## config.mk

```make
export PLATFORM = sky130hd
export DESIGN_NAME = oled_i2c_slave
export DESIGN_NICKNAME = d
export VERILOG_FILES = /design/src/rtl/oled_i2c_slave.sv
export SDC_FILE = /design/constraint.sdc
export NUM_CORES = 1
export LEC_CHECK = 0
export ABC_AREA = 1
export BUFFER_PORTS_ARGS = -buffer_cell sky130_fd_sc_hd__buf_2
export CAP_MARGIN = 20
export CORE_MARGIN = 1.5
export CORE_UTILIZATION = 57
export CTS_BUF_LIST = sky130_fd_sc_hd__clkbuf_16
export DETAILED_ROUTE_END_ITERATION = 7
export PLACE_DENSITY = 0.86
export SETUP_SLACK_MARGIN = 0.3
export SYNTH_ARGS = -nofsm -noshare
export SYNTH_HDL_FRONTEND = slang
export SYNTH_SLANG_ARGS = --single-unit
```

## constraint.sdc

```tcl
create_clock -name clk -period 1.7 [get_ports clk]
set_input_delay 0.085 -clock clk [delete_from_list [all_inputs] [get_ports clk]]
set_output_delay 0.085 -clock clk [all_outputs]
set_load 0.03 [all_outputs]
```

## src/rtl/oled_i2c_slave.sv

```systemverilog
// I2C target front end for the OLED controller: oversampled SCL/SDA, address match,
// SSD1306 control-byte decode, valid/ready byte stream. Option: OLED_I2C_SLAVE_STRETCH_EN.
module oled_i2c_slave #(
  parameter logic [6:0]  SLAVE_ADDR = 7'h3C,
  parameter int unsigned FILTER_LEN = 2
) (
  input  logic       clk,
  input  logic       reset,
  input  logic       scl_in,
  input  logic       sda_in,
  output logic       sda_out,
  output logic       sda_oen,
  output logic       scl_out,
  output logic       scl_oen,
  output logic       byte_valid,
  output logic [7:0] byte_data,
  output logic       byte_dc,
  input  logic       out_ready,
  output logic       overflow,
  output logic       busy
);

  typedef enum logic [2:0] {
    ST_IDLE     = 3'd0,
    ST_ADDR     = 3'd1,
    ST_ADDR_ACK = 3'd2,
    ST_CTRL     = 3'd3,
    ST_CTRL_ACK = 3'd4,
    ST_DATA     = 3'd5,
    ST_DATA_ACK = 3'd6,
    ST_IGNORE   = 3'd7
  } state_t;

  localparam logic [2:0] FLT_LAST = 3'(FILTER_LEN - 1);

  logic [1:0] pin_s, filt_s, prev_s;
  assign pin_s = {sda_in, scl_in};

  for (genvar i = 0; i < 2; i++) begin : g_in
    logic       sync1_q, sync2_q, filt_q, prev_q;
    logic [2:0] cnt_q;

    // Bus idles high, so the whole input path presets to 1 to avoid a false START at reset exit.
    always_ff @(posedge clk or negedge reset) begin
      if (!reset) begin
        sync1_q <= 1'b1;
        sync2_q <= 1'b1;
        filt_q  <= 1'b1;
        prev_q  <= 1'b1;
        cnt_q   <= 3'd0;
      end else begin
        sync1_q <= pin_s[i];
        sync2_q <= sync1_q;
        prev_q  <= filt_q;
        if (sync2_q == filt_q) begin
          cnt_q <= 3'd0;
        end else if (cnt_q == FLT_LAST) begin
          filt_q <= sync2_q;
          cnt_q  <= 3'd0;
        end else begin
          cnt_q <= cnt_q + 3'd1;
        end
      end
    end

    assign filt_s[i] = filt_q;
    assign prev_s[i] = prev_q;
  end

  logic scl_f_s, sda_f_s, scl_rise_s, scl_fall_s, start_s, stop_s, accept_s, match_s;
  assign scl_f_s    = filt_s[0];
  assign sda_f_s    = filt_s[1];
  assign scl_rise_s = scl_f_s & ~prev_s[0];
  assign scl_fall_s = ~scl_f_s & prev_s[0];
  assign start_s    = scl_f_s & prev_s[1] & ~sda_f_s;
  assign stop_s     = scl_f_s & ~prev_s[1] & sda_f_s;
  assign accept_s   = byte_valid & out_ready;

  state_t     state_q, state_d;
  logic [3:0] bit_cnt_q, bit_cnt_d;
  logic [7:0] shift_q, shift_d, data_q, data_d;
  logic       co_q, co_d, dc_q, dc_d, bdc_q, bdc_d, valid_q, valid_d;
  logic       sda_oen_q, sda_oen_d, scl_oen_q, scl_oen_d, busy_q, busy_d;
  logic       hold_q, hold_d, ovf_q, ovf_d;

  assign match_s = (shift_q[7:1] == SLAVE_ADDR) && !shift_q[0];

  // Protocol FSM, byte shifter and output-register next state.
  always_comb begin
    state_d   = state_q;
    bit_cnt_d = bit_cnt_q;
    shift_d   = shift_q;
    co_d      = co_q;
    dc_d      = dc_q;
    sda_oen_d = sda_oen_q;
    scl_oen_d = scl_oen_q;
    busy_d    = busy_q;
    hold_d    = hold_q;
    valid_d   = valid_q;
    data_d    = data_q;
    bdc_d     = bdc_q;
    ovf_d     = 1'b0;
    if (accept_s) valid_d = 1'b0;
    if (scl_oen_q && !hold_q) scl_oen_d = 1'b0;
`ifdef OLED_I2C_SLAVE_STRETCH_EN
    if (hold_q && accept_s) begin
      valid_d = 1'b1;
      data_d  = shift_q;
      bdc_d   = dc_q;
      hold_d  = 1'b0;
    end
`endif
    case (state_q)
      ST_ADDR, ST_CTRL, ST_DATA: begin
        if (scl_rise_s && (bit_cnt_q != 4'd8)) begin
          shift_d   = {shift_q[6:0], sda_f_s};
          bit_cnt_d = bit_cnt_q + 4'd1;
          if ((bit_cnt_q == 4'd7) && (state_q == ST_CTRL)) begin
            co_d = shift_d[7];
            dc_d = shift_d[6];
          end
          if ((bit_cnt_q == 4'd7) && (state_q == ST_DATA)) begin
            if (!valid_q || accept_s) begin
              valid_d = 1'b1;
              data_d  = shift_d;
              bdc_d   = dc_q;
            end else begin
`ifdef OLED_I2C_SLAVE_STRETCH_EN
              hold_d = 1'b1;
`else
              ovf_d  = 1'b1;
`endif
            end
          end
        end else if (scl_fall_s && (bit_cnt_q == 4'd8)) begin
          bit_cnt_d = 4'd0;
          sda_oen_d = 1'b1;
          case (state_q)
            ST_ADDR: begin
              if (match_s) begin
                state_d = ST_ADDR_ACK;
                busy_d  = 1'b1;
              end else begin
                state_d   = ST_IGNORE;
                sda_oen_d = 1'b0;
              end
            end
            ST_CTRL: state_d = ST_CTRL_ACK;
            default: begin
              state_d   = ST_DATA_ACK;
              scl_oen_d = hold_q & ~accept_s;
            end
          endcase
        end
      end
      ST_ADDR_ACK, ST_CTRL_ACK, ST_DATA_ACK: begin
        if (scl_fall_s) begin
          sda_oen_d = 1'b0;
          bit_cnt_d = 4'd0;
          if (state_q == ST_DATA_ACK) begin
            state_d = co_q ? ST_CTRL : ST_DATA;
          end else begin
            state_d = (state_q == ST_ADDR_ACK) ? ST_CTRL : ST_DATA;
          end
        end
      end
      ST_IDLE, ST_IGNORE: begin
        bit_cnt_d = 4'd0;
      end
      default: state_d = ST_IDLE;
    endcase
    // Bus conditions win over whatever the state logic decided this cycle.
    if (start_s || stop_s) begin
      state_d   = start_s ? ST_ADDR : ST_IDLE;
      bit_cnt_d = 4'd0;
      sda_oen_d = 1'b0;
      scl_oen_d = 1'b0;
      busy_d    = 1'b0;
      hold_d    = 1'b0;
    end
  end

  // State and output registers.
  always_ff @(posedge clk or negedge reset) begin
    if (!reset) begin
      state_q   <= ST_IDLE;
      bit_cnt_q <= 4'd0;
      shift_q   <= 8'h00;
      co_q      <= 1'b0;
      dc_q      <= 1'b0;
      sda_oen_q <= 1'b0;
      scl_oen_q <= 1'b0;
      busy_q    <= 1'b0;
      hold_q    <= 1'b0;
      valid_q   <= 1'b0;
      data_q    <= 8'h00;
      bdc_q     <= 1'b0;
      ovf_q     <= 1'b0;
    end else begin
      state_q   <= state_d;
      bit_cnt_q <= bit_cnt_d;
      shift_q   <= shift_d;
      co_q      <= co_d;
      dc_q      <= dc_d;
      sda_oen_q <= sda_oen_d;
      scl_oen_q <= scl_oen_d;
      busy_q    <= busy_d;
      hold_q    <= hold_d;
      valid_q   <= valid_d;
      data_q    <= data_d;
      bdc_q     <= bdc_d;
      ovf_q     <= ovf_d;
    end
  end

  assign sda_out    = 1'b0;
  assign scl_out    = 1'b0;
  assign sda_oen    = sda_oen_q;
  assign scl_oen    = scl_oen_q;
  assign byte_valid = valid_q;
  assign byte_data  = data_q;
  assign byte_dc    = bdc_q;
  assign overflow   = ovf_q;
  assign busy       = busy_q;

endmodule

```

Yosys cells after proc, flatten, opt, wreduce, memory -nomap -nowiden
Cells that the tools add are included.
{"block": "totals", "reg_bits": 44, "latchBits": 0, "mem_bits_rw": 0, "mem_bits_ro": 0, "input_bits": 5, "output_inout_bits": 16, "word_cells": 125, "n_memories": 0}
{"block": "op_classes", "add_sub_neg": 3, "n_mul": 0, "div_mod_pow": 0, "order_cmp": 0, "n_eq_ne": 20, "n_shift": 0, "n_mux": 42, "bitwise": 13, "reduce_logical": 26}
{"operator": "$mux 3", "n": 12}
{"operator": "$mux 1", "n": 22}
{"operator": "$mux 4", "n": 4}
{"operator": "$eq 3x3->1 const B", "n": 4}
{"operator": "$pmux 3 s2", "n": 2}
{"operator": "$pmux 4 s3", "n": 1}
{"operator": "$eq 3x1->1 const B", "n": 3}
{"operator": "$ne 3x3->1 const B", "n": 3}
{"operator": "$ne 4x4->1 const B", "n": 2}
{"operator": "$reduce_and 2->1", "n": 4}
{"operator": "$reduce_and 4->1", "n": 2}
{"operator": "$reduce_bool 2->1", "n": 4}
{"operator": "$and 1x1->1", "n": 7}
{"operator": "$eq 7x6->1 const B", "n": 1}
{"operator": "$add 3x1->3 const B", "n": 2}
{"operator": "$eq 3x2->1 const B", "n": 2}
{"operator": "$not 1->1", "n": 6}
{"operator": "$reduce_or 3->1", "n": 2}
{"operator": "$logic_and 1x1->1", "n": 5}
{"operator": "$reduce_and 5->1", "n": 1}
{"operator": "$add 4x1->4 const B", "n": 1}
{"operator": "$eq 4x3->1 const B", "n": 1}
{"operator": "$eq 4x4->1 const B", "n": 1}
{"operator": "$logic_not 3->1", "n": 1}
{"operator": "8 further kinds", "n": 11}

Longest topological paths before layout
{"block": "depth", "ltp_word": 8, "ltp_mapped": 10, "depth_no_buf": 10}

Worst setup path after synthesis
OpenSTA, ideal clock, no wires.
{"block": "synth_path", "path_type": "reg-to-reg", "start": "register bit_cnt_q[0]", "end": "register shift_q[1]", "setup_ps": 76, "t_arrival_ps": 1353, "t_required_ps": 1624, "path_slack_ps": 270, "stages_incl_launch_ff": 10, "n_path_buf": 1, "period_less_slack_ps": 1430, "cell_sequence": "dfrtp_1 > inv_1 > ha_1 > nand2_1 > o21ai_2 > inv_2 > nand2_2 > buf_2 > nand2_1 > o21ai_1"}
{"block": "synth_between", "elab_chain_cells": 3}
{"element": "start: declaration", "line_no": "80", "source": "logic [3:0] bit_cnt_q, bit_cnt_d;"}
{"element": "start signal: assignment", "line_no": "201", "source": "bit_cnt_q <= bit_cnt_d;"}
{"element": "$ne 4x4->1", "line_no": "115", "source": "if (scl_rise_s && (bit_cnt_q != 4'd8)) begin"}
{"element": "$logic_and 1x1->1", "line_no": "115"}
{"element": "$reduce_and 2->1 (no line)"}
{"element": "end signal: assignment", "line_no": "202", "source": "shift_q <= shift_d;"}
{"element": "end: declaration", "line_no": "81", "source": "logic [7:0] shift_q, shift_d, data_q, data_d;"}
Every way passes these cells.
A chain may end at the register's enable or synchronous reset.

Worst setup path after layout
{"block": "layout_path", "start": "register g_in[0].filt_q", "end": "register bit_cnt_q[0]"}
{"block": "layout_between", "elab_chain_cells": 5, "elab_cells_between_ends": 16, "classes_between": "2 x eq/ne; 3 x mux; 7 x bitwise; 4 x reduce/logical"}
{"element": "start: declaration", "line_no": "40", "source": "logic sync1_q, sync2_q, filt_q, prev_q;"}
{"element": "start signal: assignment", "line_no": "58", "source": "filt_q <= sync2_q;"}
{"element": "$and 1x1->1 (tied with other cells)", "line_no": "73", "source": "assign scl_rise_s = scl_f_s & ~prev_s[0];"}
{"element": "$logic_and 1x1->1 (tied with other cells)", "line_no": "115"}
{"element": "$mux 4 (tied with other cells)", "line_no": "115"}
{"element": "$pmux 4 s3 (tied with other cells)", "line_no": "113", "source": "case (state_q)"}
{"element": "$mux 4 / $reduce_and 2->1 (equally long branches)"}
Parallel ways exist; a longest one is shown, timed or not.

==> impl_metrics.ini <==
[outcome]
status = complete, no violations

[clock_network]
clock_sinks = 44
cts_tree = done
root_buffer = clkbuf_16
cts_buffer_depth = 2
numCtsBuffers = 5
clk_pin_slew_ns = 0.06
htree_levels = 2
clk-insertion-delay-late_ns = 0.29

[worst_setup_path]
reg2reg_from = g_in[0].filt_q$_DFFE_PN1P_
arrival_ns = 1.72
required_ns = 1.90
critical_path.max_fanout = 4
crit_path_end_kind = register
worstRegToRegCells = 7
reg2reg_to = bit_cnt_q[0]$_DFFE_PN0P_
rrSetupSlack_ns = 0.18
crit_path_start_kind = register
crit_type = register to register

[grt]
use_met3_pct = 8.15
grt_usage_pct = 24.3
overflow = 0
grt_max_degree = 32
grt_first_pass_wirelength_um = 7310
grt_use_met2_pct = 37.4
top_usage_layer = met2
grtUsageMet1_pct = 32.4
antenna_found_initial = 0
grt_pass1_vias = 1561

[floorplanning]
num_rows = 21
ios = 21
die_w_um = 62.2
fp.dieH_um = 62.2
initial_core_util_pct = 59.4
die-area_um2 = 3870
floorplan.core_area_um2 = 3360

[detailed_routing]
route.detailed.drc = 0
ant_nets = 0
vias_per_cell = 5.26
wirelength_um = 4690
routedWlPerCell_um = 14.8
drt_iter0_drc = 83
dr.pass1.iters = 4
vias = 1669

[worst_hold_path]
min_to = g_in[1].sync2_q$_DFF_PN1_
holdPathStages = 0
min_path_type = register to register
hp-start = g_in[1].sync1_q$_DFF_PN1_

[yosys]
avgSynthCellArea_um2 = 8.85
yosys_warnings = 0
synth_seq_cells = 44
synth_cell_types = 28
syn_area_um2 = 2000
syn-instance-count = 226
synth-seq-area-share_pct = 55.6

[sta]
final.setup.tns_ns = 0
fin_ws_ns = 0.180
period_minus_slack_ns = 1.52
slew_headroom_pct = 53.6
hold_viol = 0
tightest_slew_ns = 0.695
hold_slack_ns = 0.356
slew_violations = 0
fmax_ghz = 0.658
setup_viol = 0
post-route-period-util_pct = 89.4
fin_skew_ns = 0.00595
grt_setup_unrepaired = yes

[place]
gp_congestion = 0.819
io_buffers = 17
place_hpwl_um = 2460
place_area_um2 = 2130
dpl.cell_count = 288
post-place-ws_ns = 0.0976

[final_layout]
final_nets = 277
fin_cells = 317
layout_common_cells = nand2_1, dfrtp_1, nor2_1, inv_1, buf_2
drive_gt1_share_pct = 39.1
area_growth_pct = 34.0
num_antenna_cells = 0
design_area_um2 = 2680
mostFrequentLayoutCell = nand2_1

[power]
peakVddDrop_mv = 1.01
p_per_area_nw_per_um2 = 1560
p_leak_nw = 1.27

[run]
maxCapViolations = 0
through the flow:
step	util, %	power, mW
final	79.7	4.17
after global routing	79.7	4.47
after detailed placement	63.3	2.64
after floorplan	-	2.39
after CTS	75.2	3.85
after global placement	63.3	2.60
sequential cells by signal, summed over array words and instances, names as in the netlist, 2 cells and up:
name	cells
g_in.filt_q	2
byte_data	8
bit_cnt_q	4
shift_q	8
g_in.prev_q	2
g_in.sync1_q	2
g_in.cnt_q	6
state_q	3
g_in.sync2_q	2
per-layer routing:
metal	vias to the layer above	wire (µm)
met3	13	224
met1	816	2040
met4	0	111
met5	-	0
li1	799	-
met2	41	2320
worst max path at each step:
stage	startpoint	to	slack, ns
6_report	g_in[0].filt_q$_DFFE_PN1P_	bit_cnt_q[0]$_DFFE_PN0P_	0.18
5_1_grt	g_in[0].filt_q$_DFFE_PN1P_	bit_cnt_q[0]$_DFFE_PN0P_	0.08
4_1_cts	bit_cnt_q[0]$_DFFE_PN0P_	bit_cnt_q[1]$_DFFE_PN0P_	0.24
3_5_place_dp	bit_cnt_q[0]$_DFFE_PN0P_	shift_q[7]$_DFFE_PN0P_	0.1
3_3_place_gp	bit_cnt_q[0]$_DFFE_PN0P_	shift_q[7]$_DFFE_PN0P_	0.17
2_1_floorplan	g_in[0].filt_q$_DFFE_PN1P_	byte_data[7]$_DFFE_PN0P_	0.30
layout make-up:
class | instances | area, µm²
well taps | 46 | 57.6
flip-flops and latches | 44 | 1110
fillers | 218 | 684
repair buffers | 39 | 309
clock inverters | 3 | 16.3
inverters | 25 | 93.8
multi-input cells | 155 | 966
clock buffers | 5 | 125
Yosys cell counts:
master	instances	area (µm²)
o21ai_1	15	75.1
buf_2	2	10.0
nand2_2	2	12.5
o21ai_0	4	20.0
nor2_4	1	11.3
conb_1	1	3.75
inv_2	3	11.3
nand3_2	2	20.0
dfrtp_1	36	901
o21ai_2	9	78.8
nand4_1	1	6.26
nor3_1	2	10.0
dfstp_2	8	210
nor3b_1	3	22.5
xnor2_1	2	17.5
ha_1	2	25.0
nor2_1	25	93.8
buf_4	3	22.5
inv_1	22	82.6
nand3_1	8	40.0
a21oi_2	1	8.76
buf_6	1	11.3
nand2_1	62	233
nand2_4	1	11.3
a21oi_1	5	25.0
nor2_2	2	12.5
xor2_1	1	8.76
nand3b_1	2	15.0
worst max-delay path, cell delays in order, from the launching register on:
cell and delay [ns]:
dfstp_2 0.56, buf_4 0.12, nor2_1 0.06, nor2_1 0.18, nand2_2 0.13, nand2_1 0.15, nand2_2 0.09, o21ai_1 0.15
cells by family (layout without fill, tap and decap cells):
| family | after synthesis | after routing | synth area share (%) |
|---|---|---|---|
| simple gates | 111 | 113 | 24.4 |
| flops | 44 | 44 | 55.6 |
| compound gates | 34 | 34 | 10.4 |
| buf+inv | 31 | 72 | 6.88 |
| xor+xnor | 3 | 3 | 1.31 |
| fa+ha+maj | 2 | 2 | 1.25 |
| other cells | 1 | 3 | 0.188 |
repair_timing:
item / 4_1_cts / 5_1_grt
endpoints found under the hold margin: 27 / 0
gates cloned: 3 / 0
pin swaps: 3 / 4
endpoints found under the setup margin: 27 / 30
buffers inserted: 9 / 6
gates resized for setup: 23 / 33
hold buffers: 3 / 0
where the power goes:
| group | switching [mW] | internal, mW |
|---|---|---|
| sequential | 0.248 | 1.29 |
| clock | 0.381 | 0.535 |
| combinational | 1.05 | 0.666 |
| total | 1.68 | 2.50 |
No activity file was read; power rests on OpenSTA's default activity.
